**config.mk**
```make
export PLATFORM = sky130hd
export DESIGN_NAME = mem_arbiter
export DESIGN_NICKNAME = d
export VERILOG_FILES = /design/src/rtl/mem_arbiter.sv
export SDC_FILE = /design/constraint.sdc
export NUM_CORES = 1
export LEC_CHECK = 0
export ABC_AREA = 1
export BUFFER_PORTS_ARGS = -buffer_cell sky130_fd_sc_hd__buf_2
export CORE_AREA = 2 2 102 104
export CTS_BUF_LIST = sky130_fd_sc_hd__clkbuf_8
export CTS_CLUSTER_SIZE = 25
export DETAILED_ROUTE_END_ITERATION = 8
export DIE_AREA = 0 0 104 106
export RECOVER_POWER = 50
export SLEW_MARGIN = 25
export SYNTH_ARGS = -nofsm -noshare
export SYNTH_HDL_FRONTEND = slang
export SYNTH_SLANG_ARGS = --single-unit
```
**constraint.sdc**
```tcl
create_clock -name CLK -period 2.14 [get_ports CLK]
set_input_delay 0.535 -clock CLK [delete_from_list [all_inputs] [get_ports CLK]]
set_output_delay 0.535 -clock CLK [all_outputs]
set_load 0.01 [all_outputs]
```
**src/rtl/mem_arbiter.sv**
```systemverilog
// Two-port memory arbiter: icache and dcache share one RAM port through an IDLE/IGRANT/DGRANT FSM.
// Define MEM_ARBITER_RR_EN to alternate priority on contention; otherwise dcache has fixed priority.
module mem_arbiter #(
    parameter int ADDR_W = 32,
    parameter int WORD_W = 32
) (
    input  logic              CLK,
    input  logic              nRST,
    input  logic              iREN,
    input  logic [ADDR_W-1:0] iaddr,
    input  logic              dREN,
    input  logic              dWEN,
    input  logic [ADDR_W-1:0] daddr,
    input  logic [WORD_W-1:0] dstore,
    output logic              iwait,
    output logic              dwait,
    output logic [WORD_W-1:0] iload,
    output logic [WORD_W-1:0] dload,
    output logic              ramREN,
    output logic              ramWEN,
    output logic [ADDR_W-1:0] ramaddr,
    output logic [WORD_W-1:0] ramstore,
    input  logic [WORD_W-1:0] ramload,
    input  logic [1:0]        ramstate
);

    typedef enum logic [1:0] {
        IDLE   = 2'd0,
        IGRANT = 2'd1,
        DGRANT = 2'd2
    } state_t;

    localparam logic [1:0] RAM_ACCESS = 2'b10;

    state_t state, state_next;
    logic   dreq;
    logic   access;
    logic   d_wins;

    assign dreq   = dREN | dWEN;
    assign access = (ramstate == RAM_ACCESS);
    assign iload  = ramload;
    assign dload  = ramload;

`ifdef MEM_ARBITER_RR_EN
    // Set when the most recent grant went to the dcache; reset favours the dcache.
    logic last_d;

    always_ff @(posedge CLK or negedge nRST) begin
        if (!nRST)
            last_d <= 1'b0;
        else if (state == IDLE && state_next != IDLE)
            last_d <= (state_next == DGRANT);
    end

    assign d_wins = dreq && !(iREN && last_d);
`else
    assign d_wins = dreq;
`endif

    always_ff @(posedge CLK or negedge nRST) begin
        if (!nRST)
            state <= IDLE;
        else
            state <= state_next;
    end

    always_comb begin
        state_next = state;
        iwait      = 1'b1;
        dwait      = 1'b1;
        ramREN     = 1'b0;
        ramWEN     = 1'b0;
        ramaddr    = '0;
        ramstore   = '0;
        case (state)
            IDLE: begin
                if (d_wins)
                    state_next = DGRANT;
                else if (iREN)
                    state_next = IGRANT;
            end
            IGRANT: begin
                ramaddr = iaddr;
                ramREN  = iREN;
                if (!iREN) begin
                    state_next = IDLE;
                end else if (access) begin
                    iwait      = 1'b0;
                    state_next = IDLE;
                end
            end
            DGRANT: begin
                ramaddr  = daddr;
                ramstore = dstore;
                ramWEN   = dWEN;
                ramREN   = dREN & ~dWEN;
                if (!dreq) begin
                    state_next = IDLE;
                end else if (access) begin
                    dwait      = 1'b0;
                    state_next = IDLE;
                end
            end
            default: state_next = IDLE;
        endcase
    end

endmodule

```
==> Word level (Yosys, flattened, before mapping) <==
Cells that the tools add are included.
{ "totals": {"ff_bits": 2, "latch_bits": 0, "ramBits": 0, "mem_bits_ro": 0, "out_inout_bits": 132, "wordCells": 24, "mem_count": 0} }
{ "classes": {"addsub": 0, "mul": 0, "div_mod_pow": 0, "magnitude_cmp": 0, "eq_ne": 4, "shift": 0, "mux": 15, "bitwise": 3, "n_reduce_logical": 1} }
{ "op_table": {"columns": ["op", "n"], "rows": [
  ["$pmux W32 S2", 1],
  ["$mux W32", 1],
  ["$mux W2", 5],
  ["$mux W1", 6],
  ["$pmux W2 S3", 1],
  ["$eq A2 B2 Y1 const B", 2],
  ["$ne A3 B3 Y1 const B", 1],
  ["$eq A2 B1 Y1 const B", 1],
  ["$logic_not A2 Y1", 1],
  ["$pmux W1 S2", 1],
  ["$and A1 B1 Y1", 1],
  ["$not A1 Y1", 1],
  ["$or A1 B1 Y1", 1]
]} }

==> Logic depth before layout (Yosys ltp) <==
{ "logic_depth": {"word_depth": 4, "depth_mapped": 9, "ltp_nobuf": 8} }

==> Worst setup path after synthesis <==
No wires, ideal clock.
{ "synth_path": {"path_type": "register to output", "startpoint": "reg state[0]", "endpoint": "out ramaddr[0]", "arrival_time_ps": 1226, "required_time_ps": 1605, "path_slack_ps": 379, "stages_incl_launch_ff": 6, "n_path_buf": 1, "path_cell_list": "dfrtp_1 > inv_1 > ha_1 > inv_1 > buf_1 > a21oi_1"} }
{ "synth_between": {"elab_chain_cells": 2} }
{ "synth_lines": {"columns": ["element", "line", "rtl"], "rows": [
  ["from (decl)", "35", "state_t state, state_next;"],
  ["from (signal assigned)", "65", "state <= state_next;"],
  ["$eq A2 B2 Y1 or $eq A2 B1 Y1 (tied branches)", "76", "case (state)"],
  ["$pmux W32 S2 *", "76", null],
  ["to (decl)", "21", "output logic [ADDR_W-1:0] ramaddr,"]
]} }
Mark *: on every way between the ends. The rest lies on a longest branch, timed or not.

==> Worst setup path in the final report <==
{ "layout_path": {"startpoint": "reg state[0]", "endpoint": "out ramaddr[31]"} }
The elaborated chain is that of the path after synthesis.

==> results.yml <==
status:
  status: "finished clean"
place:
  dp_slack_ns: 0.207
  port-buffer-count: 170
  dpl.hpwl_um: 4200
  dp_cells: 514
  routabilityCongestion: 0.809
floorplan:
  die_h_um: 106
  fp.coreArea_um2: 10000
  chipWidth_um: 104
  num_io_pins: 267
  die_area_um2: 11000
  initial_utilization: 0.146
  rows: 37
route:
  ant_nets: 0
  vias_per_cell: 3.54
  first_iter_violations: 139
  drt-wirelength-per-cell_um: 10.5
  drc: 0
  firstDrtPassIters: 4
  wl_um: 5450
  vias: 1834
logic_synthesis:
  synth_area_leader_cell: "buf_4"
  synth-seq-cells: 2
  syn_area_um2: 1460
  synth_cells: 280
  synth_top_area_frac: 0.354
  synth_cell_types: 13
  synth_area_leaders: "buf_4, nand2_1, a21oi_1"
  syn_avg_cell_area_um2: 5.22
  synth_seq_area_share: 0.0342
  synth_nets: 419
  synth.yosys.warnings: 0
timing:
  fin_crit_sh: 0.950
  fmax_mhz: 492
  tightest_slew_ns: 0.178
  setup_viol: 0
  slew_viol_final: 0
  fin_ws_ns: 0.107
  final-hold-violation-count: 0
  whs_ns: 0.109
  finClkSkew_ns: 0.00136
  timing.slew.headroom: 0.881
  fin_crit_ns: 2.03
critical_path:
  crit_path_cell_trace: "inv_2 -> ha_1 -> inv_1 -> buf_12 -> a21oi_1 -> buf_2"
  end_kind: "primary output"
  path_buf_inv: 4
  slowest_delay_ns: 0.40
  crit_path_start_kind: "flip-flop"
  arrival_ns: 1.50
  cp_slowest_cell: "dfrtp_2"
  criticalPathCategory: "flip-flop to primary output"
  worstPathMaxFanout: 21
  required_ns: 1.60
  path_delay_family: "buffers and inverters"
clocking:
  htree_levels: 1
  clock_sinks: 2
  cts_max_path_buffers: 2
  cts_root_buffer: "clkbuf_8"
  worstSkewPairLatency_ns: 0.21
  cts_tree: "done"
  numCtsBuffers: 3
  clkTransAtPathRegs_ns: 0.03
layout:
  final_util: 0.210
  layoutNonFillerInstCount: 518
  top_register: "state"
  drive_gt1_frac: 0.484
  antennaDiodeCount: 0
  fin_nets: 523
  reg_top3: "state: 2 flops"
  largest_register_ffs: 2
  area_delta_synth_final_pct: 43.7
grt:
  grt_max_degree: 45
  grt_pass1_wl_um: 7730
  track_usage: 0.0842
  grt_antenna_before_repair: 0
  grt_pass1_vias: 1583
  grt_overflow_total: 0
power_and_ir_drop:
  power-per-cell-area_nw_per_um2: 1080
  vdd_drop_max_mv: 0.413
  leakage_nw: 1.42
min_path:
  worstHoldPathType: "input port to asynchronous set/reset pin"
run:
  cap_violations: 0
==> through the flow <==
| stage | power, mW | area [um^2] | TNS, ns |
|---|---|---|---|
| after floorplan | 1.33 | 1460 | 0 |
| after global placement | 2.01 | 2010 | 0 |
| after detailed placement | 2.01 | 2010 | 0 |
| after CTS | 2.18 | 2050 | 0 |
| after global routing | 2.50 | 2100 | -0.0000957 |
| final | 2.27 | 2100 | 0 |
==> timing repair <==
item | in CTS | in global routing
setup buffers | 0 | 0
endpoints found under the setup margin | 3 | 31
gates cloned | 0 | 1
endpoints found under the hold margin | 0 | 0
resized for setup | 1 | 7
hold buffers | 0 | 0
==> layout make-up <==
type	count	area [um^2]
fill	1175	7900
timing repair buffer	177	973
multi-input combinational	158	707
tap	136	170
inverter	42	158
sequential	2	52.6
clock buffer	3	41.3
==> power breakdown <==
group	switching, mW	leakage (nW)	internal, mW
sequential	0.0277	0.0228	0.0580
clock	0.0312	0.0216	0.119
combinational	1.19	1.38	0.843
total	1.25	1.42	1.02
==> worst reg2reg max path, stage by stage, from the launching register on <==
cell	delay, ns
dfrtp_2	0.43
inv_2	0.11
ha_4	0.21
buf_12	0.17
nand2_1	0.09
nand3_1	0.10
nand2_1	0.05
nand2_1	0.06
nand2_1	0.05
nand2_1	0.05
==> cells in the mapped netlist <==
cell type,count
buf_4,69
nand3_1,3
buf_2,5
ha_1,4
buf_6,2
buf_1,2
a21oi_1,34
nand3b_1,1
nand2_1,112
o21a_1,1
dfrtp_1,2
nor2_1,3
inv_1,42
==> worst paths after layout <==
path / slack [ns] / depth (start not counted) / startpoint / end
min reg2reg: 0.55 / 2 / state[1] / state[1]
max reg2reg: 0.75 / 9 / state[0] / state[0]
min: 0.11 / 1 / nRST / state[0]
max in group asynchronous: 1.88 / 1 / nRST / state[1]
max: 0.11 / 6 / state[0] / ramaddr[31]
min in group CLK: 0.55 / 2 / state[1] / state[1]
==> placed cells by master, fill, tap and decap left out <==
| cell type | count |
|---|---|
| nand3_1 | 3 |
| clkbuf_1 | 1 |
| ha_4 | 2 |
| buf_4 | 1 |
| inv_1 | 40 |
| clkbuf_16 | 1 |
| clkbuf_8 | 3 |
| buf_2 | 169 |
| nand3b_1 | 1 |
| inv_2 | 2 |
| dfrtp_2 | 2 |
| ha_1 | 2 |
| nor2_1 | 3 |
| a21oi_1 | 34 |
| nand2_1 | 112 |
| buf_6 | 1 |
| buf_12 | 4 |
| o21a_1 | 1 |
==> logic make-up (layout without fill, tap and decap cells) <==
logic type / count (synthesis) / after routing / synth area share
AO/OA/AOI/OAI: 35 / 35 / 0.121
adder cells (fa/ha/maj): 4 / 4 / 0.0342
buffers and inverters: 120 / 222 / 0.500
flip-flops: 2 / 2 / 0.0342
AND/OR/NAND/NOR: 119 / 119 / 0.311
==> layer usage <==
| layer | vias up | routed length [um] | track usage |
|---|---|---|---|
| li1 | 966 | - | - |
| met1 | 743 | 2280 | 0.0970 |
| met2 | 93 | 2520 | 0.146 |
| met3 | 32 | 476 | 0.0196 |
| met4 | 0 | 176 | 0.0425 |
| met5 | - | 0 | 0 |
No activity file was read; power rests on OpenSTA's default activity.
